<file path="src/rtl/l2_line_adaptor_pkg.sv">
// Shared geometry and types for the L2 <-> memory line/burst adaptor.
package l2_types;
  localparam int S_OFFSET = 5;
  localparam int S_BURST  = 64;
  localparam int S_ADDR   = 32;

  localparam int LINE_W  = 8 * (2 ** S_OFFSET);
  localparam int BURST_W = S_BURST;
  localparam int BEATS   = LINE_W / BURST_W;
  localparam int CNT_W   = $clog2(BEATS);

  typedef enum logic [1:0] {
    IDLE,
    WRITE_BURST,
    READ_BURST,
    DONE
  } l2_adaptor_state_t;

  typedef logic [LINE_W-1:0]  line_t;
  typedef logic [BURST_W-1:0] burst_t;
  typedef logic [S_ADDR-1:0]  addr_t;
endpackage

</file>
<file path="src/rtl/l2_line_adaptor_if.sv">
// Bundle of L2-side and memory-side signals of the line adaptor.
// slave = adaptor view, master = the L2/memory environment driving it.
interface l2_line_adaptor_if;
  import l2_types::*;

  logic   read_i;
  logic   write_i;
  addr_t  address_i;
  line_t  line_i;
  line_t  line_o;
  logic   resp_o;
  burst_t burst_i;
  burst_t burst_o;
  addr_t  address_o;
  logic   read_o;
  logic   write_o;
  logic   resp_i;

  modport slave (
    input  read_i, write_i, address_i, line_i, burst_i, resp_i,
    output line_o, resp_o, burst_o, address_o, read_o, write_o
  );

  modport master (
    output read_i, write_i, address_i, line_i, burst_i, resp_i,
    input  line_o, resp_o, burst_o, address_o, read_o, write_o
  );
endinterface

</file>
<file path="src/rtl/l2_line_adaptor.sv">
// Burst adaptor: streams an L2 line to memory as beats (writeback) or
// gathers memory beats into a line (fill). One transaction at a time.
module l2_line_adaptor
  import l2_types::*;
(
  input  logic              clk,
  input  logic              rst,
  l2_line_adaptor_if.slave  bus
);

  localparam logic [CNT_W-1:0] LAST_BEAT = CNT_W'(BEATS - 1);

  l2_adaptor_state_t state_q, state_d;
  logic [CNT_W-1:0]  cnt_q, cnt_d;
  line_t             line_q, line_d;
  addr_t             addr_q, addr_d;

  // Byte offset inside the line is dropped when aligning the address.
  logic unused_offset_bits;
  assign unused_offset_bits = ^bus.address_i[S_OFFSET-1:0];

  // State, beat counter, line buffer and address registers.
  always_ff @(posedge clk or posedge rst) begin
    if (rst) begin
      state_q <= IDLE;
      cnt_q   <= '0;
      line_q  <= '0;
      addr_q  <= '0;
    end else begin
      state_q <= state_d;
      cnt_q   <= cnt_d;
      line_q  <= line_d;
      addr_q  <= addr_d;
    end
  end

  // Next-state logic: request capture, beat stepping, fill slice writes.
  always_comb begin
    state_d = state_q;
    cnt_d   = cnt_q;
    line_d  = line_q;
    addr_d  = addr_q;
    unique case (state_q)
      IDLE: begin
        // Write has priority; a simultaneous read is dropped, not queued.
        if (bus.write_i) begin
          line_d  = bus.line_i;
          addr_d  = {bus.address_i[S_ADDR-1:S_OFFSET], {S_OFFSET{1'b0}}};
          cnt_d   = '0;
          state_d = WRITE_BURST;
        end else if (bus.read_i) begin
          addr_d  = {bus.address_i[S_ADDR-1:S_OFFSET], {S_OFFSET{1'b0}}};
          cnt_d   = '0;
          state_d = READ_BURST;
        end
      end
      WRITE_BURST: begin
        if (bus.resp_i) begin
          if (cnt_q == LAST_BEAT) begin
            cnt_d   = '0;
            state_d = DONE;
          end else begin
            cnt_d = cnt_q + 1'b1;
          end
        end
      end
      READ_BURST: begin
        if (bus.resp_i) begin
          line_d[cnt_q*BURST_W +: BURST_W] = bus.burst_i;
          if (cnt_q == LAST_BEAT) begin
            cnt_d   = '0;
            state_d = DONE;
          end else begin
            cnt_d = cnt_q + 1'b1;
          end
        end
      end
      DONE: begin
        state_d = IDLE;
      end
      default: begin
        state_d = IDLE;
        cnt_d   = '0;
      end
    endcase
  end

  // Outputs are decoded from registered state so reset clears them at once.
  always_comb begin
    bus.read_o    = (state_q == READ_BURST);
    bus.write_o   = (state_q == WRITE_BURST);
    bus.resp_o    = (state_q == DONE);
    bus.address_o = addr_q;
    bus.line_o    = line_q;
    bus.burst_o   = '0;
    if (state_q == WRITE_BURST) begin
      bus.burst_o = line_q[cnt_q*BURST_W +: BURST_W];
    end
  end

endmodule

</file>
<file path="src/flat_wrapper.sv">
// flat-port wrapper written by rule: the top's interface ports become plain ports
module l2_line_adaptor_flat import l2_types::*;
  (clk, rst, bus_read_i, bus_write_i, bus_address_i, bus_line_i, bus_burst_i, bus_resp_i, bus_line_o, bus_resp_o, bus_burst_o, bus_address_o, bus_read_o, bus_write_o);
  l2_line_adaptor_if bus_i ();
  input  logic clk;
  input  logic rst;
  input wire logic [$bits(bus_i.read_i)-1:0] bus_read_i;
  input wire logic [$bits(bus_i.write_i)-1:0] bus_write_i;
  input wire logic [$bits(bus_i.address_i)-1:0] bus_address_i;
  input wire logic [$bits(bus_i.line_i)-1:0] bus_line_i;
  input wire logic [$bits(bus_i.burst_i)-1:0] bus_burst_i;
  input wire logic [$bits(bus_i.resp_i)-1:0] bus_resp_i;
  output wire logic [$bits(bus_i.line_o)-1:0] bus_line_o;
  output wire logic [$bits(bus_i.resp_o)-1:0] bus_resp_o;
  output wire logic [$bits(bus_i.burst_o)-1:0] bus_burst_o;
  output wire logic [$bits(bus_i.address_o)-1:0] bus_address_o;
  output wire logic [$bits(bus_i.read_o)-1:0] bus_read_o;
  output wire logic [$bits(bus_i.write_o)-1:0] bus_write_o;
  assign bus_i.read_i = bus_read_i;
  assign bus_i.write_i = bus_write_i;
  assign bus_i.address_i = bus_address_i;
  assign bus_i.line_i = bus_line_i;
  assign bus_i.burst_i = bus_burst_i;
  assign bus_i.resp_i = bus_resp_i;
  assign bus_line_o = bus_i.line_o;
  assign bus_resp_o = bus_i.resp_o;
  assign bus_burst_o = bus_i.burst_o;
  assign bus_address_o = bus_i.address_o;
  assign bus_read_o = bus_i.read_o;
  assign bus_write_o = bus_i.write_o;
  l2_line_adaptor u_core (.clk(clk), .rst(rst), .bus(bus_i));
endmodule
</file>
<file path="config.mk">
export PLATFORM = sky130hd
export DESIGN_NAME = l2_line_adaptor_flat
export DESIGN_NICKNAME = d
export VERILOG_FILES = /design/src/rtl/l2_line_adaptor_pkg.sv /design/src/rtl/l2_line_adaptor_if.sv /design/src/rtl/l2_line_adaptor.sv /design/src/flat_wrapper.sv
export SDC_FILE = /design/constraint.sdc
export NUM_CORES = 1
export LEC_CHECK = 0
export BUFFER_PORTS_ARGS = -buffer_cell sky130_fd_sc_hd__buf_2
export CAP_MARGIN = 20
export CORE_AREA = 2 2 280 282
export DETAILED_ROUTE_END_ITERATION = 8
export DIE_AREA = 0 0 282 284
export GPL_ROUTABILITY_DRIVEN = 0
export SLEW_MARGIN = 20
export SYNTH_ARGS = -nofsm -noshare
export SYNTH_HDL_FRONTEND = slang
export SYNTH_SLANG_ARGS = --single-unit
</file>
<file path="constraint.sdc">
create_clock -name clk -period 15.4 [get_ports clk]
set_input_delay 2.31 -clock clk [delete_from_list [all_inputs] [get_ports clk]]
set_output_delay 2.31 -clock clk [all_outputs]
set_load 0.01 [all_outputs]
</file>
==> results of run 1 <==
[cell type report]
| class | instances | share of cell area |
|---|---|---|
| Sequential cell | 287 | 0.322 |
| Clock buffer | 53 | 0.0483 |
| Inverter | 13 | 0.00264 |
| Antenna cell | 7 | 0.000785 |
| Clock inverter | 14 | 0.00510 |
| Multi-Input combinational cell | 839 | 0.395 |
| Tap cell | 1040 | 0.0583 |
| Timing Repair Buffer | 729 | 0.167 |
[cells by family (layout without fill, tap and decap cells)]
logic type,after synthesis,in the layout,share of synthesized area
compound gates,265,265,0.158
other cells,1,12,0.000225
simple gates,210,210,0.0781
mux,350,350,0.279
buf+inv,164,809,0.0470
fa+ha+maj,9,9,0.00676
flops,287,287,0.431
[synthesized netlist by cell type, drive strengths merged, types with 7 or more instances]
cell type / instances / share of area
dfrtp: 287 / 0.43
buf: 53 / 0.022
and2: 65 / 0.024
a41o: 127 / 0.076
ha: 9 / 0.0068
inv: 13 / 0.0029
nand2: 7 / 0.0016
clkbuf: 98 / 0.022
mux4: 64 / 0.086
a32o: 124 / 0.074
nor2b: 133 / 0.050
mux2i: 8 / 0.0048
mux2: 278 / 0.19
[sequential cells by signal (all words and copies together) (netlist names)]
signal,count
u_core.cnt_q,2
u_core.bus.line_o,256
u_core.bus.address_o,27
u_core.state_q,2
[worst paths after layout]
| path | end | cells after the start | startpoint |
|---|---|---|---|
| max | bus_burst_o[51] | 4 | u_core.cnt_q[1] |
| min | u_core.bus.address_o[5] | 1 | u_core.bus.address_o[5] |
| max reg2reg | u_core.bus.line_o[197] | 8 | u_core.cnt_q[1] |
| min reg2reg | u_core.bus.address_o[5] | 1 | u_core.bus.address_o[5] |
| max in group asynchronous | u_core.bus.line_o[120] | 4 | rst |
| min in group asynchronous | u_core.bus.line_o[218] | 2 | rst |
[per-stage QoR]
stage / setup slack (ns) / cell area, um2 / util
2_1_floorplan: 5.17 / 16700 / -
3_3_place_gp: 10.43 / 21100 / 0.274
3_5_place_dp: 10.39 / 21100 / 0.274
4_1_cts: 9.79 / 22300 / 0.290
5_1_grt: 9.71 / 22300 / 0.290
6_report: 9.91 / 22300 / 0.290
[worst register-to-register path, stage by stage (launching register included)]
cell and delay (ns):
sky130_fd_sc_hd__dfrtp_4 0.87, sky130_fd_sc_hd__buf_4 0.78, sky130_fd_sc_hd__inv_1 0.27, sky130_fd_sc_hd__ha_1 0.42, sky130_fd_sc_hd__and3b_4 0.35, sky130_fd_sc_hd__buf_4 0.58
sky130_fd_sc_hd__buf_4 0.76, sky130_fd_sc_hd__a32o_1 0.48, sky130_fd_sc_hd__mux2_2 0.16
[layer usage]
layer / track usage / up-vias / share of wire
li1: - / 6301 / -
met1: 0.203 / 7512 / 0.39
met2: 0.281 / 833 / 0.49
met3: 0.0363 / 155 / 0.082
met4: 0.0729 / 2 / 0.038
met5: 0 / - / 0.00016
[power by group through the flow]
stage / clock network (W) / registers, W / logic, W
5_1_grt: 0.000920 / 0.00151 / 0.00294
3_3_place_gp: 0 / 0.00146 / 0.00275
4_1_cts: 0.000890 / 0.00147 / 0.00277
3_5_place_dp: 0 / 0.00148 / 0.00277
6_report: 0.000860 / 0.00147 / 0.00278
2_1_floorplan: 0 / 0.00153 / 0.00163
==> results.txt, run 1 <==
----------------------------------------------------
[Floorplanning]
  Die outline area ... 0.0801 mm2
  Vert. Die Dim ... roughly 280 um
  Placeable Area ... 0.0770 mm2
  Initial standard-cell utilization of the core ... 0.217
  Std cell rows ... 102
  I/O pin cnt ... around 700
  Die Wd ... 282 um

[Yosys]
  Number of synthesized flops with an enable pin ... 0
  Sequential share of the synthesized area ... 0.431
  Gate Count Post-Synth ... 1,286
  Post-Syn Area per Cell ... between 10 and 15 um2
  Yosys Warn Count ... 0
  Dominant synthesized flop cell ... sky130_fd_sc_hd__dfrtp_1
  Async SR Flop Fraction ... 1.00
  Unique cell type count in the Yosys netlist ... 29
  Cell area after synthesis ... around 0.017 mm2
  Total of flip-flops plus latches after synthesis ... roughly 290

[Worst setup path]
  Buf/Inv on CP ... 2
  Critical path start-end classification ... flop to primary output
  CP cell instances ... buf_4 -> mux4_2 -> and2_1 -> buf_2
  Data arrival at the endpoint of the critical path ... ~3.2 ns
  Cell family with most CP delay ... buffers and inverters
  Highest fanout seen on the critical path ... 38
  Maximum cell stage delay along the critical path ... slightly below 0.9 ns
  Startpoint type of the worst setup path ... flop
  Cell at the slowest stage of the critical path ... sky130_fd_sc_hd__dfrtp_4
  Worst Setup End Kind ... primary output
  Slack of the worst reg-to-reg path ... between 10 and 15 ns
  Req. time, crit path ... 13.09 ns

[Drt]
  Residual DRC count ... 0
  Detailed Route WL ... approximately 70 mm
  Via total after detailed routing ... ~15,000
  Count of TritonRoute iterations in the first routing pass ... 5
  Vias per std cell ... 4.96
  First DRT Iteration DRCs ... 955
  Wire per inst ... 23.6 um
  Detail Route Antenna Nets ... 0

[Layout]
  Area occupied by registers ... 0.00719 mm2
  Synthesis-to-finish area growth ... 33.9%
  Commonest cells after routing, fill and taps aside ... 701 x sky130_fd_sc_hd__buf_2, 285 x sky130_fd_sc_hd__dfrtp_1, 278 x sky130_fd_sc_hd__mux2_2
  Most common cell after layout, fill and taps aside ... sky130_fd_sc_hd__buf_2
  Multi-input combinational cell area ... 0.00882 mm2
  Non-filler cells, final ... 2,982
  Number of filler instances in the final layout ... 8,057
  Total number of nets in the final design ... between 2,000 and 2,500
  Layout cell share with drive strength beyond 1 ... 0.594

[Clock tree]
  Htree depth ... 2
  Clock Latency Late Sink ... 0.55 ns
  Clock transition at the registers of the reported paths ... 0.06 ns
  Clock tree from TritonCTS ... built
  Buffer count from post-CTS setup fixing ... 0
  CTS-repair resized insts ... 0
  Largest buffer count on any clock path ... 3
  Cts-stage hold buffer count ... 0
  Clock root buffer ... sky130_fd_sc_hd__clkbuf_16
  Sink count of the clock tree ... 287
  Number of clock buffers inserted by TritonCTS ... 37

[Timing]
  Maximum achievable frequency ... 182 MHz
  Hold Slack ... around 0.5 ns
  Setup tns final ... 0 ns
  Number of max-slew violations in the final report ... 0
  Total setup violations reported at the end of the flow ... 0
  Clock Skews ... 0.0232 ns
  Unrepaired setup endpoints after global routing ... no
  Least-Margin Pin Slew ... 1.17 ns
  Final clock period utilization by the worst path ... 0.357
  Min Clock Period, post-route ... 5.49 ns
  Total count of hold-check failures in the final report ... 0
  Slew margin rel. ... 0.222

[Power]
  Cell Int Power ... 0.00292 W
  Reported leakage power ... 10.8 nW
  IR drop worst, VDD ... 0.148 mV
  Combinational cell fraction of total power ... 0.544
  Share of total power in the clock network ... 0.169
  Sequential Power Share ... 0.288
  Switching power total ... 0.00218 W
  Pwr/cell area ... 229 mW/mm2
  Total power consumption of the routed design ... 0.00510 W
  Fraction of power spent switching nets ... 0.427

[Placed design]
  IO Port Bufs ... 701
  Number of instances in the placed design ... 2,908
  Detail Placement HPWL ... 47.8 mm

[Global routing]
  Vias in the first global route ... 15,300
  First-pass GRT wire length ... 101 mm
  Maximum number of pins on one net before global-route repair ... 111
  All-layer global routing usage ... 0.167
  Global route overflow ... 0
  Number of antenna violations at the first check in global routing ... 8

[Worst hold path]
  Hold WC Path Type ... flop to flop

[Run status]
  Status ... finished, final reports clean

[Job]
  Max-cap violations ... 0

----------------------------------------------------
No activity file was read; power rests on OpenSTA's default activity.
==> inputs of run 2 (changes only) <==
--- a/config.mk
+++ b/config.mk
@@ -5,11 +5,12 @@
 export SDC_FILE = /design/constraint.sdc
 export NUM_CORES = 1
 export LEC_CHECK = 0
+export ABC_AREA = 1
 export BUFFER_PORTS_ARGS = -buffer_cell sky130_fd_sc_hd__buf_2
 export CAP_MARGIN = 20
-export CORE_AREA = 2 2 280 282
+export CORE_AREA = 2 2 276 278
 export DETAILED_ROUTE_END_ITERATION = 8
-export DIE_AREA = 0 0 282 284
+export DIE_AREA = 0 0 278 280
 export GPL_ROUTABILITY_DRIVEN = 0
 export SLEW_MARGIN = 20
 export SYNTH_ARGS = -nofsm -noshare
==> constraint.sdc (replaced) <==
create_clock -name clk -period 5.07 [get_ports clk]
set_input_delay 0.7605 -clock clk [delete_from_list [all_inputs] [get_ports clk]]
set_output_delay 0.7605 -clock clk [all_outputs]
set_load 0.01 [all_outputs]
==> results.txt, run 2 <==
----------------------------------------------------
[Yosys]
  Simple-Gate Fraction of Synth Area ... 0.463 (was 0.0781)
  Cell area after synthesis ... 0.0182 mm2 (was 0.0167 mm2)
  Unique cell type count in the Yosys netlist ... 23 (was 29)
  Share of the synthesized netlist area taken by xor and xnor gates ... 0 (unchanged)
  Total of flip-flops plus latches after synthesis ... 287 (unchanged)
  Number of synthesized flops with an enable pin ... 0 (unchanged)
  Async SR Flop Fraction ... 1.00 (unchanged)
  Top-area cell type share of the netlist area ... 0.394 (was 0.431)
  Adder and majority gate portion of the synthesized area ... 0.00617 (was 0.00676)
  Synth cell count leaders ... 1,802 x sky130_fd_sc_hd__nand2_1, 287 x sky130_fd_sc_hd__dfrtp_1, 190 x sky130_fd_sc_hd__nor2_1 (was 287 x sky130_fd_sc_hd__dfrtp_1, 278 x sky130_fd_sc_hd__mux2_2, 133 x sky130_fd_sc_hd__nor2b_1)
  Biggest area contributors in the synthesized netlist ... sky130_fd_sc_hd__dfrtp_1 39%, sky130_fd_sc_hd__nand2_1 37%, sky130_fd_sc_hd__o21ai_0 4.1% (was sky130_fd_sc_hd__dfrtp_1 43%, sky130_fd_sc_hd__mux2_2 19%, sky130_fd_sc_hd__mux4_2 8.6%)
  Dominant synthesized flop cell ... sky130_fd_sc_hd__dfrtp_1 (unchanged)
  Gate Count Post-Synth ... 2,983 (was 1,286)
  Complex-gate fraction of the synthesized area ... 0.0619 (was 0.158)
  Multiplexer share of the synthesized area ... 0 (was 0.279)
  Most numerous cell in the Yosys netlist ... sky130_fd_sc_hd__nand2_1 (was sky130_fd_sc_hd__dfrtp_1)
  Largest area contributor in the synthesized netlist ... sky130_fd_sc_hd__dfrtp_1 (unchanged)
  Dominant combinational cell family by area after synthesis ... simple AND/OR/NAND/NOR gates (was multiplexers)
  Sequential share of the synthesized area ... 0.394 (was 0.431)
  Yosys Warn Count ... 0 (unchanged)
  Post-Syn Area per Cell ... 6.11 um2 (was 13.0 um2)

[Layout]
  Multi-input combinational cell area ... 0.00976 mm2 (was 0.00882 mm2)
  Area occupied by registers ... 0.00719 mm2 (about the same)
  Layout cell share with drive strength beyond 1 ... 0.233 (was 0.594)
  Most common cell after layout, fill and taps aside ... sky130_fd_sc_hd__nand2_1 (was sky130_fd_sc_hd__buf_2)
  Total number of nets in the final design ... 3,933 (was 2,273)
  Flip-flop count of the largest register, all copies and words added ... 256 (unchanged)
  Design Area, Final ... 0.0239 mm2 (was 0.0223 mm2)
  Synthesis-to-finish area growth ... 30.9% (was 33.9%)
  Number of filler instances in the final layout ... 8,356 (was 8,057)
  Commonest cells after routing, fill and taps aside ... 1,802 x sky130_fd_sc_hd__nand2_1, 701 x sky130_fd_sc_hd__buf_2, 286 x sky130_fd_sc_hd__dfrtp_1 (was 701 x sky130_fd_sc_hd__buf_2, 285 x sky130_fd_sc_hd__dfrtp_1, 278 x sky130_fd_sc_hd__mux2_2)

[Clock tree]
  Clock tree from TritonCTS ... built (unchanged)
  Cts-stage hold buffer count ... 0 (unchanged)
  Htree depth ... 2 (unchanged)
  Largest buffer count on any clock path ... 3 (unchanged)
  Sink count of the clock tree ... 287 (unchanged)
  Clock root buffer ... sky130_fd_sc_hd__clkbuf_16 (unchanged)
  Clock Latency Late Sink ... 0.55 ns (about the same)
  Number of clock buffers inserted by TritonCTS ... 38 (was 37)
  Clock transition at the registers of the reported paths ... 0.06 ns (about the same)
  CTS-repair resized insts ... 0 (unchanged)
  Buffer count from post-CTS setup fixing ... 0 (unchanged)

[Timing]
  Least-Margin Pin Slew ... 1.13 ns (was 1.17 ns)
  Min Clock Period, post-route ... 3.95 ns
  Total setup violations reported at the end of the flow ... 0 (unchanged)
  Unrepaired setup endpoints after global routing ... no (unchanged)
  Number of max-slew violations in the final report ... 0 (unchanged)
  Slew margin rel. ... 0.247 (was 0.222)
  Total count of hold-check failures in the final report ... 0 (unchanged)
  Clock Skews ... 0.0192 ns (was 0.0232 ns)
  Setup tns final ... 0 ns (unchanged)
  Final clock period utilization by the worst path ... 0.780
  Maximum achievable frequency ... 253 MHz

[Run status]
  Status ... finished, final reports clean (unchanged)

[Floorplanning]
  Placeable Area ... 0.0752 mm2 (was 0.0770 mm2)
  I/O pin cnt ... 712 (unchanged)
  Die Wd ... 278 um (was 282 um)
  Die outline area ... 0.0778 mm2 (was 0.0801 mm2)
  Initial standard-cell utilization of the core ... 0.243 (was 0.217)
  Std cell rows ... 101 (was 102)
  Vert. Die Dim ... 280 um (was 284 um)

[Drt]
  Count of TritonRoute iterations in the first routing pass ... 5 (unchanged)
  Vias per std cell ... 4.74 (was 4.96)
  Detail Route Antenna Nets ... 0 (unchanged)
  Wire per inst ... 20.6 um (was 23.6 um)
  First DRT Iteration DRCs ... 2,009 (was 955)
  Detailed Route WL ... 94.6 mm (was 70.3 mm)
  Via total after detailed routing ... 21,800 (was 14,800)
  Residual DRC count ... 0 (unchanged)

[Global routing]
  Vias in the first global route ... 20,100 (was 15,300)
  First-pass GRT wire length ... 136 mm (was 101 mm)
  All-layer global routing usage ... 0.233 (was 0.167)
  Maximum number of pins on one net before global-route repair ... 149 (was 111)
  Number of antenna violations at the first check in global routing ... 27 (was 8)
  Global route overflow ... 0 (unchanged)

[Placed design]
  Post-DP Area ... 0.0226 mm2 (was 0.0211 mm2)
  Detail Placement HPWL ... 62.6 mm (was 47.8 mm)
  IO Port Bufs ... 701 (unchanged)

[Worst setup path]
  Data arrival at the endpoint of the critical path ... 3.19 ns (was 3.18 ns)
  Critical path start-end classification ... flop to primary output (unchanged)
  Worst Setup End Kind ... primary output (unchanged)
  Req. time, crit path ... 4.31 ns (was 13.09 ns)
  Highest fanout seen on the critical path ... 49 (was 38)
  Startpoint type of the worst setup path ... flop (unchanged)

[Job]
  Max-cap violations ... 0 (unchanged)

[Power]
  Reported leakage power ... 14.1 nW (was 10.8 nW)
  IR drop worst, VDD ... 0.392 mV (was 0.148 mV)
  Pwr/cell area ... 693 mW/mm2 (was 229 mW/mm2)
  Total power consumption of the routed design ... 0.0165 W (was 0.00510 W)

[Worst hold path]
  Hold WC Path Type ... input pin to asynchronous set/reset pin (was flop to flop)

----------------------------------------------------
==> run 2: changes by cell type after synthesis, moves of 67 or more <==
| cell | before | now |
|---|---|---|
| sky130_fd_sc_hd__a41o_1 | 127 | 0 |
| sky130_fd_sc_hd__o21ai_0 | 0 | 149 |
| sky130_fd_sc_hd__nor2b_1 | 133 | 0 |
| sky130_fd_sc_hd__buf_2 | 17 | 108 |
| sky130_fd_sc_hd__nand3_1 | 0 | 70 |
| sky130_fd_sc_hd__nand3b_1 | 0 | 67 |
| sky130_fd_sc_hd__nor2_1 | 1 | 190 |
| sky130_fd_sc_hd__nand2_1 | 7 | 1802 |
| sky130_fd_sc_hd__inv_1 | 13 | 107 |
| sky130_fd_sc_hd__a32o_1 | 124 | 0 |
| sky130_fd_sc_hd__mux2_2 | 278 | 0 |
==> run 2: stage by stage <==
| step | instances | util | setup WS, ns | hold slack [ns] |
|---|---|---|---|---|
| 5_1_grt | 4589 | 0.317 | 0.929 | 0.444 |
| 2_1_floorplan | 2987 | - | 0.504 | 0.503 |
| 3_5_place_dp | 4505 | 0.301 | 1.71 | 0.469 |
| 6_report | 4593 | 0.318 | 1.12 | 0.390 |
| 3_3_place_gp | 4504 | 0.300 | 1.69 | 0.464 |
| 4_1_cts | 4571 | 0.317 | 1.09 | 0.405 |
==> run 2: cell families (layout without fill, tap and decap cells) <==
logic type,after synthesis,count (layout)
other cells,1,27
simple gates,2141,2141
flops,287,287
compound gates,225,225
fa+ha+maj,9,9
buf+inv,320,926
==> run 2: worst paths after layout <==
path	slack (ns)	from	cells after the start	endpoint
setup / recovery	1.12	u_core.cnt_q[0]	7	bus_burst_o[0]
hold / removal	0.39	rst	3	u_core.bus.line_o[141]
setup reg to reg	1.77	u_core.cnt_q[0]	7	u_core.bus.line_o[104]
hold reg to reg	0.48	u_core.bus.address_o[30]	2	u_core.bus.address_o[30]
max in group asynchronous	3.78	rst	3	u_core.bus.line_o[177]
min in group clk	0.44	bus_address_i[19]	3	u_core.bus.address_o[19]
==> run 2: critical path: stages, from the launching register on <==
cell	delay, ns
sky130_fd_sc_hd__dfrtp_4	0.62
sky130_fd_sc_hd__inv_4	0.48
sky130_fd_sc_hd__buf_4	0.66
sky130_fd_sc_hd__nand2_1	0.10
sky130_fd_sc_hd__nand2_1	0.08
sky130_fd_sc_hd__nand2_1	0.05
sky130_fd_sc_hd__a21oi_1	0.35
sky130_fd_sc_hd__buf_2	0.22
==> run 2: power breakdown <==
part | total (W) | internal (W) | switching, W
logic | 0.00951 | 0.00276 | 0.00675
registers | 0.00432 | 0.00337 | 0.000944
clock network | 0.00272 | 0.00157 | 0.00114
total | 0.0165 | 0.00771 | 0.00884
==> run 2: routing by layer <==
metal,GRT usage,share of wire,up-vias
li1,-,-,10300
met1,0.306,0.41,10100
met2,0.371,0.46,1198
met3,0.0470,0.090,198
met4,0.102,0.039,12
met5,0,0.00090,-
==> run 2: cell type report <==
type / count / area share
timing repair buffer: 747 / 0.167
multi-input combinational: 2380 / 0.409
sequential: 287 / 0.301
clock inverter: 12 / 0.00309
inverter: 113 / 0.0186
tap: 978 / 0.0513
antenna: 22 / 0.00231
clock buffer: 54 / 0.0480
